<file path="config.mk">
export PLATFORM = sky130hd
export DESIGN_NAME = proc_control_fsm
export DESIGN_NICKNAME = d
export VERILOG_FILES = /design/src/rtl/proc_control_fsm.sv
export SDC_FILE = /design/constraint.sdc
export NUM_CORES = 1
export LEC_CHECK = 0
export BUFFER_PORTS_ARGS = -buffer_cell sky130_fd_sc_hd__buf_2
export CAP_MARGIN = 20
export CORE_MARGIN = 8
export CORE_UTILIZATION = 48
export DETAILED_ROUTE_END_ITERATION = 12
export PLACE_DENSITY = 0.82
export SLEW_MARGIN = 10
export SYNTH_ARGS = -nofsm -noshare
export SYNTH_HDL_FRONTEND = slang
export SYNTH_SLANG_ARGS = --single-unit
</file>
<file path="constraint.sdc">
create_clock -name clk -period 3.1 [get_ports clk]
set_input_delay 0.155 -clock clk [delete_from_list [all_inputs] [get_ports clk]]
set_output_delay 0.155 -clock clk [all_outputs]
set_load 0.01 [all_outputs]
</file>
<file path="src/rtl/proc_control_fsm.sv">
// Instruction sequencer: steps a captured 9-bit instruction through T0..T3 and drives register/ALU/bus strobes.
// Latency: accept edge is cycle 0; mv/mvi/illegal finish in cycle 1, add/sub in cycle 3.
// Backpressure: run is sampled only in T0; while busy, run is ignored and nothing is queued.
module proc_control_fsm #(
  parameter int NREG = 8,
  parameter int IR_W = 9
) (
  input  logic            clk,
  input  logic            rst,
  input  logic            run,
  input  logic [IR_W-1:0] ir_data,
  output logic [NREG-1:0] r_in,
  output logic [NREG-1:0] r_out,
  output logic            imm_out,
  output logic            a_in,
  output logic            g_in,
  output logic            g_out,
  output logic            addsub,
  output logic            busy,
  output logic            done,
  output logic            illegal
);

  // Register-select field width; IR is [opcode(3) | Rx | Ry].
  localparam int RW = (IR_W - 3) / 2;

  localparam logic [2:0] OP_MV  = 3'b000;
  localparam logic [2:0] OP_MVI = 3'b001;
  localparam logic [2:0] OP_ADD = 3'b010;
  localparam logic [2:0] OP_SUB = 3'b011;

  typedef enum logic [1:0] {
    T0 = 2'd0,
    T1 = 2'd1,
    T2 = 2'd2,
    T3 = 2'd3
  } state_t;

  state_t            state;
  state_t            state_nxt;
  logic [IR_W-1:0]   ir;
  logic [2:0]        opcode;
  logic [RW-1:0]     rx;
  logic [RW-1:0]     ry;
  logic [NREG-1:0]   rx_oh;
  logic [NREG-1:0]   ry_oh;

  assign opcode = ir[IR_W-1 -: 3];
  assign rx     = ir[2*RW-1 -: RW];
  assign ry     = ir[RW-1:0];
  assign rx_oh  = {{(NREG-1){1'b0}}, 1'b1} << rx;
  assign ry_oh  = {{(NREG-1){1'b0}}, 1'b1} << ry;

  // State register and instruction capture; IR only loads on an accept in T0.
  always_ff @(posedge clk) begin
    if (!rst) begin
      state <= T0;
      ir    <= '0;
    end else begin
      state <= state_nxt;
      if (state == T0 && run) begin
        ir <= ir_data;
      end
    end
  end

  // Next-state and strobe decode from state + IR; everything forced low while in reset.
  always_comb begin
    state_nxt = state;
    r_in      = '0;
    r_out     = '0;
    imm_out   = 1'b0;
    a_in      = 1'b0;
    g_in      = 1'b0;
    g_out     = 1'b0;
    addsub    = 1'b0;
    busy      = 1'b0;
    done      = 1'b0;
    illegal   = 1'b0;

    case (state)
      T0: begin
        if (run) begin
          state_nxt = T1;
        end
      end
      T1: begin
        busy = 1'b1;
        case (opcode)
          OP_MV: begin
            r_out     = ry_oh;
            r_in      = rx_oh;
            done      = 1'b1;
            state_nxt = T0;
          end
          OP_MVI: begin
            imm_out   = 1'b1;
            r_in      = rx_oh;
            done      = 1'b1;
            state_nxt = T0;
          end
          OP_ADD, OP_SUB: begin
            // First operand Rx goes through the bus into A.
            r_out     = rx_oh;
            a_in      = 1'b1;
            state_nxt = T2;
          end
          default: begin
            illegal   = 1'b1;
            done      = 1'b1;
            state_nxt = T0;
          end
        endcase
      end
      T2: begin
        // Second operand Ry on the bus; G captures A +/- bus, opcode LSB picks sub.
        busy      = 1'b1;
        r_out     = ry_oh;
        g_in      = 1'b1;
        addsub    = ir[IR_W-3];
        state_nxt = T3;
      end
      T3: begin
        // Result in G written back to Rx.
        busy      = 1'b1;
        g_out     = 1'b1;
        r_in      = rx_oh;
        done      = 1'b1;
        state_nxt = T0;
      end
      default: begin
        state_nxt = T0;
      end
    endcase

    if (!rst) begin
      r_in    = '0;
      r_out   = '0;
      imm_out = 1'b0;
      a_in    = 1'b0;
      g_in    = 1'b0;
      g_out   = 1'b0;
      addsub  = 1'b0;
      busy    = 1'b0;
      done    = 1'b0;
      illegal = 1'b0;
    end
  end

endmodule

</file>
# Word level (Yosys, flattened, before mapping)

Cells that the tools add are included.

Eq/ne operators: 7
Shifts and indexed selects: 2
Multiplexer cells: 29
Reduce and logical (&&, ||, !) cells: 7

Operators by type and width:

| kind                                             | number |
|---|---|
| one-hot mux 8 bit (2 select lines)               | 3 |
| two-way mux 8 bit                                | 3 |
| two-way mux 1 bit                                | 19 |
| << shifter 1 x 3 -> 8 bit (first input constant) | 2 |
| one-hot mux 2 bit (4 select lines)               | 1 |
| == test 3 x 2 -> 1 bit (second input constant)   | 2 |
| == test 2 bit (second input constant)            | 2 |
| two-way mux 2 bit                                | 2 |
| OR reduction 2 bit                               | 2 |
| OR reduction 4 bit                               | 1 |
| == test 3 x 1 -> 1 bit (second input constant)   | 1 |
| zero test 3 bit                                  | 1 |
| OR reduction 3 bit                               | 1 |
| == test 2 x 1 -> 1 bit (second input constant)   | 1 |
| zero test 2 bit                                  | 1 |
| inequality test 2 bit (second input constant)    | 1 |
| one-hot mux 1 bit (2 select lines)               | 1 |
| logical AND 1 bit                                | 1 |

Bits in registers: 11
Output and inout bits: 24
Logic and storage cells: 47

# Logic depth before layout (Yosys ltp)

Word-level depth: 5
Gate-level depth with buffers: 6

# Least setup slack after synthesis

No wires, ideal clock.

Path type: register to output
From: reg state[0]
To: out r_out[0]
Arrival: 1537 ps
Data required time: 2945 ps
Slack: 1408 ps
Cell stages (with the launch flop): 6
Cells stage by stage: dfxtp_1 inv_1 ha_1 nand2_1 or3_1 o32ai_1

Word-level cells in the longest chain between the ends: 3
Elaborated cells on any way between the ends: 4
Those cells by class: eq/ne (2); mux (2)

RTL lines:

| item                                                    | line | text |
|---|---|---|
| start, declared                                         | 39   | `state_t state;` |
| start signal, assigned                                  | 60   | `state <= state_nxt;` |
| == test 2 bit or == test 2 x 1 -> 1 bit (tied branches) | 81   | `case (state)` |
| one-hot mux 8 bit (2 select lines) *                    | 81   |  |
| two-way mux 8 bit *                                     | 136  | `if (!rst) begin` |
| end, declared                                           | 13   | `output logic [NREG-1:0] r_out,` |

Mark *: on every way between the ends. The rest lies on a longest branch, timed or not.

# Final worst setup path

Ends and elaborated chain as after synthesis.

==> run summary <==
status: completed
pin count of the biggest net entering global routing: 15
# DRC: 0
die width: 56.3 microns
Distinct cells, synth: 30
Core ar.: 0.00152 sq mm
layout cells sized above 1: 29.3%
initial core utilization: 51.1%
first-pass GRT wire length: 3840 microns
Tot Pwr: 0.000341 W
CTS buffer count: 3
Hold Crit Depth: 3
CTS root buf: clkbuf_4
vias in the first global route: 840
global route overflow: 0
post-synth top area cell: dfxtp_1
# hold bufs at CTS: 0
Worst Setup Start Kind: register
max-slew violations: 0
Slew @ Worst Pin: 512 ps
Clock Pin Slew Worst Setup and Hold Paths: 60 ps
DR vias/cell: 5.77
FF-to-FF path depth: 5
EDFF count, synth: 0
Post-synth top cells: nand2_1 (13), a21oi_1 (11), dfxtp_1 (11), nor2_1 (11), nand3_1 (9)
setup TNS: 0 ps
DR iter-0 viols: 29
CTS max path bufs: 2
Final #Nets: 158
H-tree Lvls: 1
sequential share of the synthesized area: 28.3%
CTS sink cnt: 11
initial antenna violation count: 0
dpl hpwl: 1800 microns
largest family of logic cells by synthesized area: simple AND/OR/NAND/NOR gates
period utilisation layout: 68.3%
max-cap violations: 0
top cells by area, synth: dfxtp_1 (28%), ha_1 (8.0%), a21oi_1 (7.1%)
Worst Clk Skew: 0.861 ps
Tot GR Track Use: 13.8%
Mapped Nets: 123
I/O Buffers: 35
# resized after CTS: 0
critical path required time: 2940 ps
DRT Pass-1 Iters: 4
DRT antenna net count: 0
worst ir drop on vdd: 0.295 mV
Mean Syn Cell Area: 7.35 sq um
final hold violations: 0
Hold Path Class: in2reg
count leader, synth: nand2_1
FP Rows: 14
WP data arrival: 1960 ps
power per cell area: 348 mW/mm^2
routed vias: 900
gpl congestion: 0.888
Die Area: 0.00317 sq mm
routed wire length: 2230 microns
Max FO, Critical Path: 5
post-layout min period: 2120 ps
area grow syn2layout: 25.5%
Setup CP Type: reg2out
Synth Area in Adders: 8.03%
I/O pins: 36
post-synthesis mux area share: 0%
Synth Area in Compound Gates: 18.8%
Synth Flop Type: dfxtp_1
relative slew slack: 65.5%
Finish-stage setup viols: 0
Async SR Flop Fraction: 0%
die span in y: 56.3 microns
Simple-Gate Fraction of Synth Area: 40.6%
synth warn: 0
top cell type's share of synthesized area: 28.3%
Synth Register Bits: 11
Post-CTS Setup Repair Bufs: 0
ANT cells: 0
P_leak: 0.453 nW
f_max: 472 MHz
wire length per cell: 14.3 microns
unrepaired setup endpoints after global routing: no
xor/xnor share of the synthesized area: 0%
CTS tree: built
mapped cell area: 779 sq um
cells after synthesis: 106
Worst Setup End Kind: output port
Skew-Pair Late Insertion Delay: 260 ps
## final timing paths
kind	slack, ps	startpoint	endpoint
worst max-delay path	980	state[0]	r_out[0]
worst min-delay path	140	ir_data[7]	ir[7]
worst max register to register	1570	state[0]	register
worst min register to register	500	ir[0]	ir[0]
## report_power, final
part	internal [W]	switching, W
logic	0.0000327	0.0000480
registers	0.000151	0.0000148
clock network	0.0000498	0.0000443
## metrics by stage
stage	instance area, sq um	setup slack [ps]	cells	util (%)	hold slack (ps)
floorplan	779	1410	106	-	302
global placement	952	1330	152	62.5	408
detailed placement	952	1280	152	62.5	414
CTS	978	989	156	64.2	133
global route	978	781	156	64.2	145
finish	978	982	156	64.2	137
## sequential cells by signal (all words and copies together), names as in the netlist, named ones only
register,flops
ir,9
state,1
## worst max-delay path: stages (launching register included)
cell     delay (ps)
dfxtp_1         400
inv_1           120
ha_1            360
nand2_1          70
or3_1           330
o32ai_1         230
buf_2           180
## cells by family after synthesis
family,after synthesis
compound gates,24
simple gates,58
fa+ha+maj,5
flops,11
buf+inv,8
## layout make-up
cell class                      count  area [sq um]
Sequential cell                    11           220
Fill cell                         148           546
Clock buffer                        4          26.3
Multi-Input combinational cell     87           526
Tap cell                           16          20.0
Timing Repair Buffer               35           175
Inverter                            3          11.3
## layer usage
metal | vias up | GRT usage, % | wire (microns)
met1 | 393 | 18.4 | 1010
met5 | - | 0 | 0
met4 | 0 | 4.12 | 13
met2 | 51 | 21.1 | 1020
li1 | 454 | - | -
met3 | 2 | 3.82 | 193
## layout by cell type (no fill, tap or decap), types with 2 or more instances in the layout
master	n
inv_1	3
nand3b_1	2
a21oi_1	11
and2_1	2
and3_1	3
o22ai_1	4
o32ai_1	3
nor2_1	11
ha_1	5
nor3_1	4
o21ai_0	2
nand4b_1	2
dfxtp_1	11
nand3_1	9
nand2b_1	3
nor3b_1	2
clkbuf_4	3
nand2_1	13
buf_2	35
No activity file was read; power rests on OpenSTA's default activity.
